$ cat config.mk
export PLATFORM = sky130hd
export DESIGN_NAME = obi_wb_arbiter_flat
export DESIGN_NICKNAME = d
export VERILOG_FILES = /design/src/rtl/obi_wb_arbiter_pkg.sv /design/src/rtl/obi_wb_arbiter_if.sv /design/src/rtl/obi_wb_arbiter_rr_arb2.sv /design/src/rtl/obi_wb_arbiter.sv /design/src/flat_wrapper.sv
export SDC_FILE = /design/constraint.sdc
export NUM_CORES = 1
export LEC_CHECK = 0
export CORE_ASPECT_RATIO = 1.2
export CORE_MARGIN = 4
export CORE_UTILIZATION = 35
export DETAILED_ROUTE_END_ITERATION = 8
export PLACE_DENSITY = 0.74
export SKIP_LAST_GASP = 1
export SYNTH_ARGS = -nofsm -noshare
export SYNTH_HDL_FRONTEND = slang
export SYNTH_HIERARCHICAL = 1
export SYNTH_SLANG_ARGS = --single-unit
$ cat constraint.sdc
create_clock -name clk -period 3.2 [get_ports clk]
set_clock_uncertainty 0.15 [all_clocks]
set_input_delay 0.48 -clock clk [delete_from_list [all_inputs] [get_ports clk]]
set_output_delay 0.48 -clock clk [all_outputs]
set_load 0.05 [all_outputs]
$ cat src/rtl/obi_wb_arbiter_pkg.sv
// rtl/obi_wb_arbiter_pkg.sv - shared types and constants for the OBI-to-Wishbone arbiter
//
// Purpose: FSM state and transaction-source enums, the read data returned on a
// timed-out cycle, and a helper that sizes the timeout counter.
package obi_wb_pkg;

  typedef enum logic [1:0] {
    IDLE,
    BUS,
    RESP
  } state_e;

  typedef enum logic {
    SRC_INSTR,
    SRC_DATA
  } src_e;

  localparam logic [31:0] TIMEOUT_RDATA = 32'h0;

  // Counter holds 0..limit; a disabled timeout (limit 0) still gets a 1-bit counter.
  function automatic int cnt_width(input int limit);
    return (limit < 1) ? 1 : $clog2(limit + 1);
  endfunction

endpackage

$ cat src/rtl/obi_wb_arbiter_if.sv
// rtl/obi_wb_arbiter_if.sv - bundle of OBI instr/data ports, Wishbone master bus and timeout flag
//
// Purpose: groups every bus signal of obi_wb_arbiter.
// Modports:
//   master - arbiter view: takes OBI requests and Wishbone responses, drives
//            grants, responses, the Wishbone request and the timeout flag.
//   slave  - environment view (core + memory): the mirror image.
interface obi_wb_arbiter_if;

  // OBI instruction fetch port (read-only)
  logic        instr_req_i;
  logic        instr_gnt_o;
  logic [31:0] instr_addr_i;
  logic        instr_rvalid_o;
  logic [31:0] instr_rdata_o;

  // OBI data port
  logic        data_req_i;
  logic        data_gnt_o;
  logic        data_we_i;
  logic [3:0]  data_be_i;
  logic [31:0] data_addr_i;
  logic [31:0] data_wdata_i;
  logic        data_rvalid_o;
  logic [31:0] data_rdata_o;

  // Wishbone classic master
  logic        core_cyc;
  logic        core_stb;
  logic        core_we;
  logic [3:0]  core_wstrb;
  logic [31:0] core_addr;
  logic [31:0] core_data_out;
  logic [31:0] core_data_in;
  logic        core_ack;

  // Sticky timeout flag
  logic        timeout_clr_i;
  logic        timeout_o;

  modport master (
    input  instr_req_i, instr_addr_i,
    input  data_req_i, data_we_i, data_be_i, data_addr_i, data_wdata_i,
    input  core_data_in, core_ack, timeout_clr_i,
    output instr_gnt_o, instr_rvalid_o, instr_rdata_o,
    output data_gnt_o, data_rvalid_o, data_rdata_o,
    output core_cyc, core_stb, core_we, core_wstrb, core_addr, core_data_out,
    output timeout_o
  );

  modport slave (
    output instr_req_i, instr_addr_i,
    output data_req_i, data_we_i, data_be_i, data_addr_i, data_wdata_i,
    output core_data_in, core_ack, timeout_clr_i,
    input  instr_gnt_o, instr_rvalid_o, instr_rdata_o,
    input  data_gnt_o, data_rvalid_o, data_rdata_o,
    input  core_cyc, core_stb, core_we, core_wstrb, core_addr, core_data_out,
    input  timeout_o
  );

endinterface

$ cat src/rtl/obi_wb_arbiter_rr_arb2.sv
// rtl/obi_wb_arbiter_rr_arb2.sv - two-way round-robin grant with optional data priority
//
// Purpose: picks instr or data among the current requests. With PRIO_DATA set
// the data requester always wins; otherwise ties go to the source not granted
// last. The last-grant register only moves when the grant is accepted.
// Ports:
//   clk, rst_n           - clock, async active-low reset
//   req_instr, req_data  - requests
//   accept               - grant is being taken this cycle
//   gnt_instr, gnt_data  - one-hot (or zero) combinational grant
module rr_arb2
  import obi_wb_pkg::*;
#(
  parameter bit PRIO_DATA = 1'b0
) (
  input  logic clk,
  input  logic rst_n,
  input  logic req_instr,
  input  logic req_data,
  input  logic accept,
  output logic gnt_instr,
  output logic gnt_data
);

  src_e last;

  always_comb begin
    gnt_instr = 1'b0;
    gnt_data  = 1'b0;
    if (req_data && (PRIO_DATA || !req_instr || last == SRC_INSTR)) begin
      gnt_data = 1'b1;
    end else if (req_instr) begin
      gnt_instr = 1'b1;
    end
  end

  // Starts at instr so that the first tie after reset goes to data.
  always_ff @(posedge clk or negedge rst_n) begin
    if (!rst_n) begin
      last <= SRC_INSTR;
    end else if (accept && (gnt_instr || gnt_data)) begin
      last <= gnt_data ? SRC_DATA : SRC_INSTR;
    end
  end

endmodule

$ cat src/rtl/obi_wb_arbiter.sv
// rtl/obi_wb_arbiter.sv - shares one Wishbone classic master between OBI instr and data ports
//
// Purpose: one transaction outstanding in total. IDLE arbitrates and grants
// combinationally, BUS runs the Wishbone cycle with latched fields until ack
// or timeout, RESP returns a one-cycle rvalid to the owning port.
// Ports:
//   clk, rst_n - clock, async active-low reset
//   bus        - obi_wb_arbiter_if.master (OBI ports, Wishbone bus, timeout flag)
// Parameters:
//   DATA_PRIORITY  - 1: data always wins; 0: round-robin on ties
//   TIMEOUT_CYCLES - BUS cycles before forced termination; 0 disables
module obi_wb_arbiter
  import obi_wb_pkg::*;
#(
  parameter int DATA_PRIORITY  = 0,
  parameter int TIMEOUT_CYCLES = 1024
) (
  input  logic               clk,
  input  logic               rst_n,
  obi_wb_arbiter_if.master   bus
);

  localparam int CNT_W = cnt_width(TIMEOUT_CYCLES);
  // The counter reads k-1 in BUS cycle k, so the last allowed cycle sees limit-1.
  localparam logic [CNT_W-1:0] CNT_LAST =
    CNT_W'((TIMEOUT_CYCLES > 0) ? TIMEOUT_CYCLES - 1 : 0);

  state_e           state;
  src_e             owner;
  logic [CNT_W-1:0] cnt;

  logic        cyc_q, we_q;
  logic [3:0]  wstrb_q;
  logic [31:0] addr_q, wdata_q;
  logic        instr_rvalid_q, data_rvalid_q;
  logic [31:0] instr_rdata_q, data_rdata_q;
  logic        timeout_q;

  logic arb_instr, arb_data;
  logic gnt_instr, gnt_data;
  logic timed_out;
  logic [31:0] resp_data;

  rr_arb2 #(
    .PRIO_DATA (DATA_PRIORITY != 0)
  ) u_arb (
    .clk       (clk),
    .rst_n     (rst_n),
    .req_instr (bus.instr_req_i),
    .req_data  (bus.data_req_i),
    .accept    (state == IDLE),
    .gnt_instr (arb_instr),
    .gnt_data  (arb_data)
  );

  // Grants only in IDLE; the arbiter already requires the matching req.
  assign gnt_instr = (state == IDLE) && arb_instr;
  assign gnt_data  = (state == IDLE) && arb_data;

  // An ack on the limit cycle wins over the timeout.
  assign timed_out = (TIMEOUT_CYCLES != 0) && !bus.core_ack && (cnt == CNT_LAST);
  assign resp_data = bus.core_ack ? bus.core_data_in : TIMEOUT_RDATA;

  always_ff @(posedge clk or negedge rst_n) begin
    if (!rst_n) begin
      state          <= IDLE;
      owner          <= SRC_INSTR;
      cnt            <= '0;
      cyc_q          <= 1'b0;
      we_q           <= 1'b0;
      wstrb_q        <= 4'h0;
      addr_q         <= 32'h0;
      wdata_q        <= 32'h0;
      instr_rvalid_q <= 1'b0;
      data_rvalid_q  <= 1'b0;
      instr_rdata_q  <= 32'h0;
      data_rdata_q   <= 32'h0;
      timeout_q      <= 1'b0;
    end else begin
      instr_rvalid_q <= 1'b0;
      data_rvalid_q  <= 1'b0;

      // Set wins over a same-cycle clear.
      if (state == BUS && timed_out) begin
        timeout_q <= 1'b1;
      end else if (bus.timeout_clr_i) begin
        timeout_q <= 1'b0;
      end

      case (state)
        IDLE: begin
          if (gnt_instr || gnt_data) begin
            state   <= BUS;
            owner   <= gnt_data ? SRC_DATA : SRC_INSTR;
            cnt     <= '0;
            cyc_q   <= 1'b1;
            we_q    <= gnt_data && bus.data_we_i;
            wstrb_q <= gnt_data ? bus.data_be_i : 4'hF;
            addr_q  <= gnt_data ? bus.data_addr_i : bus.instr_addr_i;
            wdata_q <= gnt_data ? bus.data_wdata_i : 32'h0;
          end
        end
        BUS: begin
          if (bus.core_ack || timed_out) begin
            state   <= RESP;
            cyc_q   <= 1'b0;
            we_q    <= 1'b0;
            wstrb_q <= 4'h0;
            addr_q  <= 32'h0;
            wdata_q <= 32'h0;
            if (owner == SRC_DATA) begin
              data_rvalid_q <= 1'b1;
              data_rdata_q  <= resp_data;
            end else begin
              instr_rvalid_q <= 1'b1;
              instr_rdata_q  <= resp_data;
            end
          end else begin
            cnt <= cnt + 1'b1;
          end
        end
        RESP: begin
          state <= IDLE;
        end
        default: begin
          state <= IDLE;
        end
      endcase
    end
  end

  assign bus.instr_gnt_o    = gnt_instr;
  assign bus.data_gnt_o     = gnt_data;
  assign bus.instr_rvalid_o = instr_rvalid_q;
  assign bus.instr_rdata_o  = instr_rdata_q;
  assign bus.data_rvalid_o  = data_rvalid_q;
  assign bus.data_rdata_o   = data_rdata_q;
  assign bus.core_cyc       = cyc_q;
  assign bus.core_stb       = cyc_q;
  assign bus.core_we        = we_q;
  assign bus.core_wstrb     = wstrb_q;
  assign bus.core_addr      = addr_q;
  assign bus.core_data_out  = wdata_q;
  assign bus.timeout_o      = timeout_q;

endmodule

$ cat src/flat_wrapper.sv
// flat-port wrapper written by rule: the top's interface ports become plain ports
module obi_wb_arbiter_flat import obi_wb_pkg::*;
#(
  parameter int DATA_PRIORITY  = 0,
  parameter int TIMEOUT_CYCLES = 1024
)
  (clk, rst_n, bus_instr_req_i, bus_instr_addr_i, bus_data_req_i, bus_data_we_i, bus_data_be_i, bus_data_addr_i, bus_data_wdata_i, bus_core_data_in, bus_core_ack, bus_timeout_clr_i, bus_instr_gnt_o, bus_instr_rvalid_o, bus_instr_rdata_o, bus_data_gnt_o, bus_data_rvalid_o, bus_data_rdata_o, bus_core_cyc, bus_core_stb, bus_core_we, bus_core_wstrb, bus_core_addr, bus_core_data_out, bus_timeout_o);
  obi_wb_arbiter_if bus_i ();
  input  logic clk;
  input  logic rst_n;
  input wire logic [$bits(bus_i.instr_req_i)-1:0] bus_instr_req_i;
  input wire logic [$bits(bus_i.instr_addr_i)-1:0] bus_instr_addr_i;
  input wire logic [$bits(bus_i.data_req_i)-1:0] bus_data_req_i;
  input wire logic [$bits(bus_i.data_we_i)-1:0] bus_data_we_i;
  input wire logic [$bits(bus_i.data_be_i)-1:0] bus_data_be_i;
  input wire logic [$bits(bus_i.data_addr_i)-1:0] bus_data_addr_i;
  input wire logic [$bits(bus_i.data_wdata_i)-1:0] bus_data_wdata_i;
  input wire logic [$bits(bus_i.core_data_in)-1:0] bus_core_data_in;
  input wire logic [$bits(bus_i.core_ack)-1:0] bus_core_ack;
  input wire logic [$bits(bus_i.timeout_clr_i)-1:0] bus_timeout_clr_i;
  output wire logic [$bits(bus_i.instr_gnt_o)-1:0] bus_instr_gnt_o;
  output wire logic [$bits(bus_i.instr_rvalid_o)-1:0] bus_instr_rvalid_o;
  output wire logic [$bits(bus_i.instr_rdata_o)-1:0] bus_instr_rdata_o;
  output wire logic [$bits(bus_i.data_gnt_o)-1:0] bus_data_gnt_o;
  output wire logic [$bits(bus_i.data_rvalid_o)-1:0] bus_data_rvalid_o;
  output wire logic [$bits(bus_i.data_rdata_o)-1:0] bus_data_rdata_o;
  output wire logic [$bits(bus_i.core_cyc)-1:0] bus_core_cyc;
  output wire logic [$bits(bus_i.core_stb)-1:0] bus_core_stb;
  output wire logic [$bits(bus_i.core_we)-1:0] bus_core_we;
  output wire logic [$bits(bus_i.core_wstrb)-1:0] bus_core_wstrb;
  output wire logic [$bits(bus_i.core_addr)-1:0] bus_core_addr;
  output wire logic [$bits(bus_i.core_data_out)-1:0] bus_core_data_out;
  output wire logic [$bits(bus_i.timeout_o)-1:0] bus_timeout_o;
  assign bus_i.instr_req_i = bus_instr_req_i;
  assign bus_i.instr_addr_i = bus_instr_addr_i;
  assign bus_i.data_req_i = bus_data_req_i;
  assign bus_i.data_we_i = bus_data_we_i;
  assign bus_i.data_be_i = bus_data_be_i;
  assign bus_i.data_addr_i = bus_data_addr_i;
  assign bus_i.data_wdata_i = bus_data_wdata_i;
  assign bus_i.core_data_in = bus_core_data_in;
  assign bus_i.core_ack = bus_core_ack;
  assign bus_i.timeout_clr_i = bus_timeout_clr_i;
  assign bus_instr_gnt_o = bus_i.instr_gnt_o;
  assign bus_instr_rvalid_o = bus_i.instr_rvalid_o;
  assign bus_instr_rdata_o = bus_i.instr_rdata_o;
  assign bus_data_gnt_o = bus_i.data_gnt_o;
  assign bus_data_rvalid_o = bus_i.data_rvalid_o;
  assign bus_data_rdata_o = bus_i.data_rdata_o;
  assign bus_core_cyc = bus_i.core_cyc;
  assign bus_core_stb = bus_i.core_stb;
  assign bus_core_we = bus_i.core_we;
  assign bus_core_wstrb = bus_i.core_wstrb;
  assign bus_core_addr = bus_i.core_addr;
  assign bus_core_data_out = bus_i.core_data_out;
  assign bus_timeout_o = bus_i.timeout_o;
  obi_wb_arbiter #(.DATA_PRIORITY(DATA_PRIORITY), .TIMEOUT_CYCLES(TIMEOUT_CYCLES)) u_core (.clk(clk), .rst_n(rst_n), .bus(bus_i));
endmodule
== Word level (Yosys, flattened, before mapping) ==
Cells that the tools add are included.

* Register bits: 152
* Latch bits: 0
* RAM bits: 0
* Memory bits (read-only): 0
* Input bits: 139
* Output and inout bits: 140
* Word-level logic and storage cells: 80
* Memories kept: 0

* Add/subtract/negate cells: 1
* Multipliers: 0
* Divide/modulo/power cells: 0
* Order comparisons: 0
* Equal/unequal tests: 5
* Shifts and indexed selects: 0
* Mux-type cells: 36
* Bitwise logic cells: 2
* Reduce and logical (&&, ||, !) cells: 22

{| class="wikitable"
|+ Operators with widths
! operator !! count
|-
| $mux W32 || 6
|-
| $pmux W32 S2 || 2
|-
| $mux W11 || 2
|-
| $pmux W11 S2 || 1
|-
| $mux W1 || 16
|-
| $mux W4 || 3
|-
| $reduce_and A3 Y1 || 4
|-
| $add A11 B1 Y11 const B || 1
|-
| $eq A11 B10 Y1 const B || 1
|-
| $pmux W4 S2 || 1
|-
| $logic_and A1 B1 Y1 || 7
|-
| $logic_or A1 B1 Y1 || 4
|-
| $mux W2 || 2
|-
| $ne A2 B2 Y1 const B || 2
|-
| $pmux W1 S2 || 2
|-
| $pmux W2 S2 || 1
|-
| $reduce_and A2 Y1 || 2
|-
| $reduce_bool A2 Y1 || 2
|-
| $eq A2 B1 Y1 const B || 1
|-
| $logic_not A1 Y1 || 2
|-
| $logic_not A2 Y1 || 1
|-
| $ne A2 B1 Y1 const B || 1
|-
| $not A1 Y1 || 2
|}

== Depth between registers and ports, before layout ==
* Depth in word-level cells: 8
* Mapped depth: 7
* Gate-level depth less buffers: 6

== By module ==
Netlist, hierarchy kept.

{| class="wikitable"
|+ Modules (own cells, without submodules)
! module !! times used !! cells each !! area each (µm²) !! sequential area each (µm²)
|-
| obi_wb_arbiter || 1 || 472 || 6202.2 || 3778.6
|-
| rr_arb2 || 1 || 6 || 55.1 || 25.0
|}

== Worst setup path after synthesis ==
OpenSTA, ideal clock, no wires.

* Path type: input to output
* Start point: input port bus_data_req_i
* End point: output port bus_data_gnt_o
* Data arrival time: 1.736 ns
* Data required time: 2.570 ns
* Setup slack: 0.834 ns
* Stages: 5
* Path buffers: 3
* Path through: a21boi_0 > and2_1 > buf_2 > buf_4 > buf_2

* Word-level cells in the longest chain between the ends: 3

{| class="wikitable"
|+ RTL lines
! what !! RTL line !! RTL
|-
| start, declared || flat_wrapper.sv:13 || <nowiki>input wire logic [$bits(bus_i.data_req_i)-1:0] bus_data_req_i;</nowiki>
|-
| $logic_and A1 B1 Y1 || obi_wb_arbiter_rr_arb2.sv:30 || <nowiki>if (req_data && (PRIO_DATA || !req_instr || last == SRC_INSTR)) begin</nowiki>
|-
| $mux W1 || obi_wb_arbiter_rr_arb2.sv:30 ||
|-
| $logic_and A1 B1 Y1 || obi_wb_arbiter.sv:58 || <nowiki>assign gnt_data = (state == IDLE) && arb_data;</nowiki>
|-
| end, declared || flat_wrapper.sv:24 || <nowiki>output wire logic [$bits(bus_i.data_gnt_o)-1:0] bus_data_gnt_o;</nowiki>
|}

No other way between the ends.

== Final worst setup path ==
* Start point: input port bus_instr_req_i
* End point: output port bus_instr_gnt_o

* Word-level cells in the longest chain between the ends: 5
* Elaborated cells on any way between the ends: 6
* Classes of those cells: 2 x mux; 4 x reduce/logical

{| class="wikitable"
|+ RTL lines
! what !! RTL line !! RTL
|-
| start, declared || flat_wrapper.sv:11 || <nowiki>input wire logic [$bits(bus_i.instr_req_i)-1:0] bus_instr_req_i;</nowiki>
|-
| $logic_not A1 Y1 || obi_wb_arbiter_rr_arb2.sv:30 ||
|-
| $logic_or A1 B1 Y1 || obi_wb_arbiter_rr_arb2.sv:30 ||
|-
| $logic_and A1 B1 Y1 || obi_wb_arbiter_rr_arb2.sv:30 ||
|-
| $mux W1 * || obi_wb_arbiter_rr_arb2.sv:30 ||
|-
| named net u_core.arb_instr || obi_wb_arbiter.sv:39 || <nowiki>logic arb_instr, arb_data;</nowiki>
|-
| $logic_and A1 B1 Y1 * || obi_wb_arbiter.sv:57 || <nowiki>assign gnt_instr = (state == IDLE) && arb_instr;</nowiki>
|-
| end, declared || flat_wrapper.sv:21 || <nowiki>output wire logic [$bits(bus_i.instr_gnt_o)-1:0] bus_instr_gnt_o;</nowiki>
|}

Mark *: on every way through the listed nets, which the timed path passes. The rest lies on a longest branch.

==> results_dict.tcl <==
set metrics [dict create \
    die_area_mm2 0.0201 \
    grt_pass1_wl_um 30600 \
    synthesis.nets 618 \
    grt_pass1_vias 5665 \
    power_density_mw_per_mm2 1230 \
    yosys_warnings 6 \
    cp_data_required_time_ps 2570 \
    end_kind "primary output" \
    finalHoldViolCount 0 \
    startpoint_type "input port" \
    ys_ff_latch 152 \
    finalPower_uw 12100 \
    worstMarginPinSlew_ps 644 \
    slew_headroom 0.570 \
    worst_hold_path_type "reg -> reg" \
    async_flop_share 1.00 \
    avgViaCountPerCell 5.29 \
    yosysSeqAreaShare 0.608 \
    grt_max_degree 70 \
    hpwl_um 13900 \
    cts_buffer_depth 2 \
    clock_latency_ps 410 \
    overflow 0 \
    holdPathStages 1 \
    yosysMostFrequentCell "dfrtp_1" \
    cts_made_buffers 17 \
    critPathMaxStageDelay_ps 500 \
    clock.fmax_mhz 412 \
    drt_iter0_drc 280 \
    grt_use_total 0.194 \
    nets 889 \
    path_cells "clkdlybuf4s50_1 > a21boi_1 > and2_1 > buf_4" \
    ioPinCount 279 \
    cts_resized 0 \
    clk_pin_slew_ps 60 \
    initial_core_util 0.356 \
    cts_setup_buffers 0 \
    instances_no_fill 983 \
    crit_type "in -> out" \
    period_share 0.759 \
    drive_above_1_share 0.108 \
    ff2ff_path_depth 6 \
    maxCapViolCount 0 \
    vdd_drop_max_v 0.000706 \
    cts_tree "yes" \
    wl_per_cell_um 19.8 \
    core_mm2 0.0176 \
    synthTopCellsByCount "dfrtp_1, a22o_1, nand2_1" \
    syn_inst 478 \
    tns_ps 0 \
    cpMaxStageDelayCell "clkdlybuf4s50_1" \
    dp.cells 949 \
    num_rows 53 \
    synthTopCellsByArea "dfrtp_1, a22o_1, mux2i_1" \
    antenna_found_initial 1 \
    synth_ff_type "dfrtp_1" \
    die_w_um 130 \
    synth_edf_count 0 \
    clockRootBuffer "clkbuf_16" \
    wl_um 19400 \
    synth_area_leader_cell "dfrtp_1" \
    postSynthAreaPerCell_um2 13.1 \
    area_delta_synth_final_pct 57.5 \
    arrival_ps 1800 \
    detail-route-antenna-nets 0 \
    syn_area_mm2 0.00626 \
    maxSlewViolCount 0 \
    status "completed" \
    via_count 5196 \
    crit_fanout 3 \
    fin_crit_ps 2430 \
    cts_num_sinks 152 \
    drt_pass1_iterations 4 \
    p_leak_uw 0.00418 \
    synth_top_cell_area_share 0.608 \
    drc 0 \
    place.gp.congestion 0.862 \
    synth_cell_types 45 \
    numPortBuffers 278 \
    htree_num_levels 4 \
    setup_violations 0 \
    rsz0062_at_grt "no" \
    fp.dieH_um 154 \
]
[cell type report]
class | instances | area, um2
well taps | 220 | 275
multi-input cells | 280 | 2210
fillers | 1405 | 7720
clock buffers | 18 | 439
diodes | 1 | 2.50
flip-flops and latches | 152 | 3800
clock inverters | 14 | 163
inverters | 8 | 30.0
repair buffers | 290 | 2930
[cell families after synthesis]
logic type / synth area share
mux: 0.0536
flops: 0.608
simple gates: 0.0658
fa+ha+maj: 0.00200
compound gates: 0.230
buf+inv: 0.0412
[where the power goes]
group	switching [uW]	internal, uW	leakage, uW
registers	526	2760	0.00194
clock network	851	1190	0.000294
logic	4380	2400	0.00194
[stage by stage]
step                       util  cell area, um2  worst slack (ps)  hold WS, ps
after floorplan               -            6260               834         34.4
after global placement    0.526            9240               649          316
final                     0.561            9860               770          342
after global routing      0.561            9860               635          374
after detailed placement  0.526            9240               577          336
after CTS                 0.561            9850               738          350
[critical path, delay by kind of cell]
family,cells,cell delay (ps)
simple gates,1,240
buf+inv,2,730
compound gates,1,340
[final timing paths]
kind | start | endpoint | slack (ps)
worst max-delay path | bus_instr_req_i | bus_instr_gnt_o | 770
worst min-delay path | u_core/cnt[10] | u_core/cnt[10] | 340
worst max register to register | u_core/cnt[0] | u_core/bus.core_addr[5] | 940
max in group asynchronous | rst_n | u_core/bus.core_data_out[27] | 1700
worst min register to register | u_core/cnt[10] | u_core/cnt[10] | 340
min in group asynchronous | rst_n | u_core/bus.data_rdata_o[29] | 500
[cell usage in the layout (no fill, tap or decap), types with 2 or more instances in the layout]
cell and n:
o22ai_1 15, a21oi_1 5, nor2_1 12, a22o_1 99
buf_12 5, mux2i_1 32, nand3_1 3, nand3b_1 4
nand3_4 2, nand4_1 2, and3_1 2, o22ai_2 20
nor2_2 4, nor3_1 2, clkbuf_16 17, and2_2 2
o21a_1 3, o21ai_0 5, clkinv_4 4, clkdlybuf4s50_1 275
inv_1 7, bufinv_16 2, inv_6 5, o21ai_1 2
buf_4 8, a31oi_1 4, nand2_1 42, dfrtp_1 152
[sequential cells by signal (all words and copies together), names as in the netlist]
signal	count
u_core/bus.core_addr	32
u_core/bus.core_cyc	1
u_core/bus.core_data_out	32
u_core/bus.core_we	1
u_core/bus.core_wstrb	4
u_core/bus.data_rdata_o	32
u_core/bus.data_rvalid_o	1
u_core/bus.instr_rdata_o	32
u_core/bus.instr_rvalid_o	1
u_core/bus.timeout_o	1
u_core/cnt	11
u_core/owner	1
u_core/state	2
u_core/u_arb/last	1
[layer usage]
metal / GRT usage / vias up / share of wire
li1: - / 2333 / -
met1: 0.240 / 2568 / 0.40
met2: 0.302 / 266 / 0.47
met3: 0.0781 / 29 / 0.10
met4: 0.0738 / 0 / 0.024
met5: 0 / - / 0
[what timing repair did]
item,CTS,global route
hold buffers,1,0
hold endpoints to repair,67,0
endpoints found under the setup margin,0,0
Power figures use the tool's default switching activity.
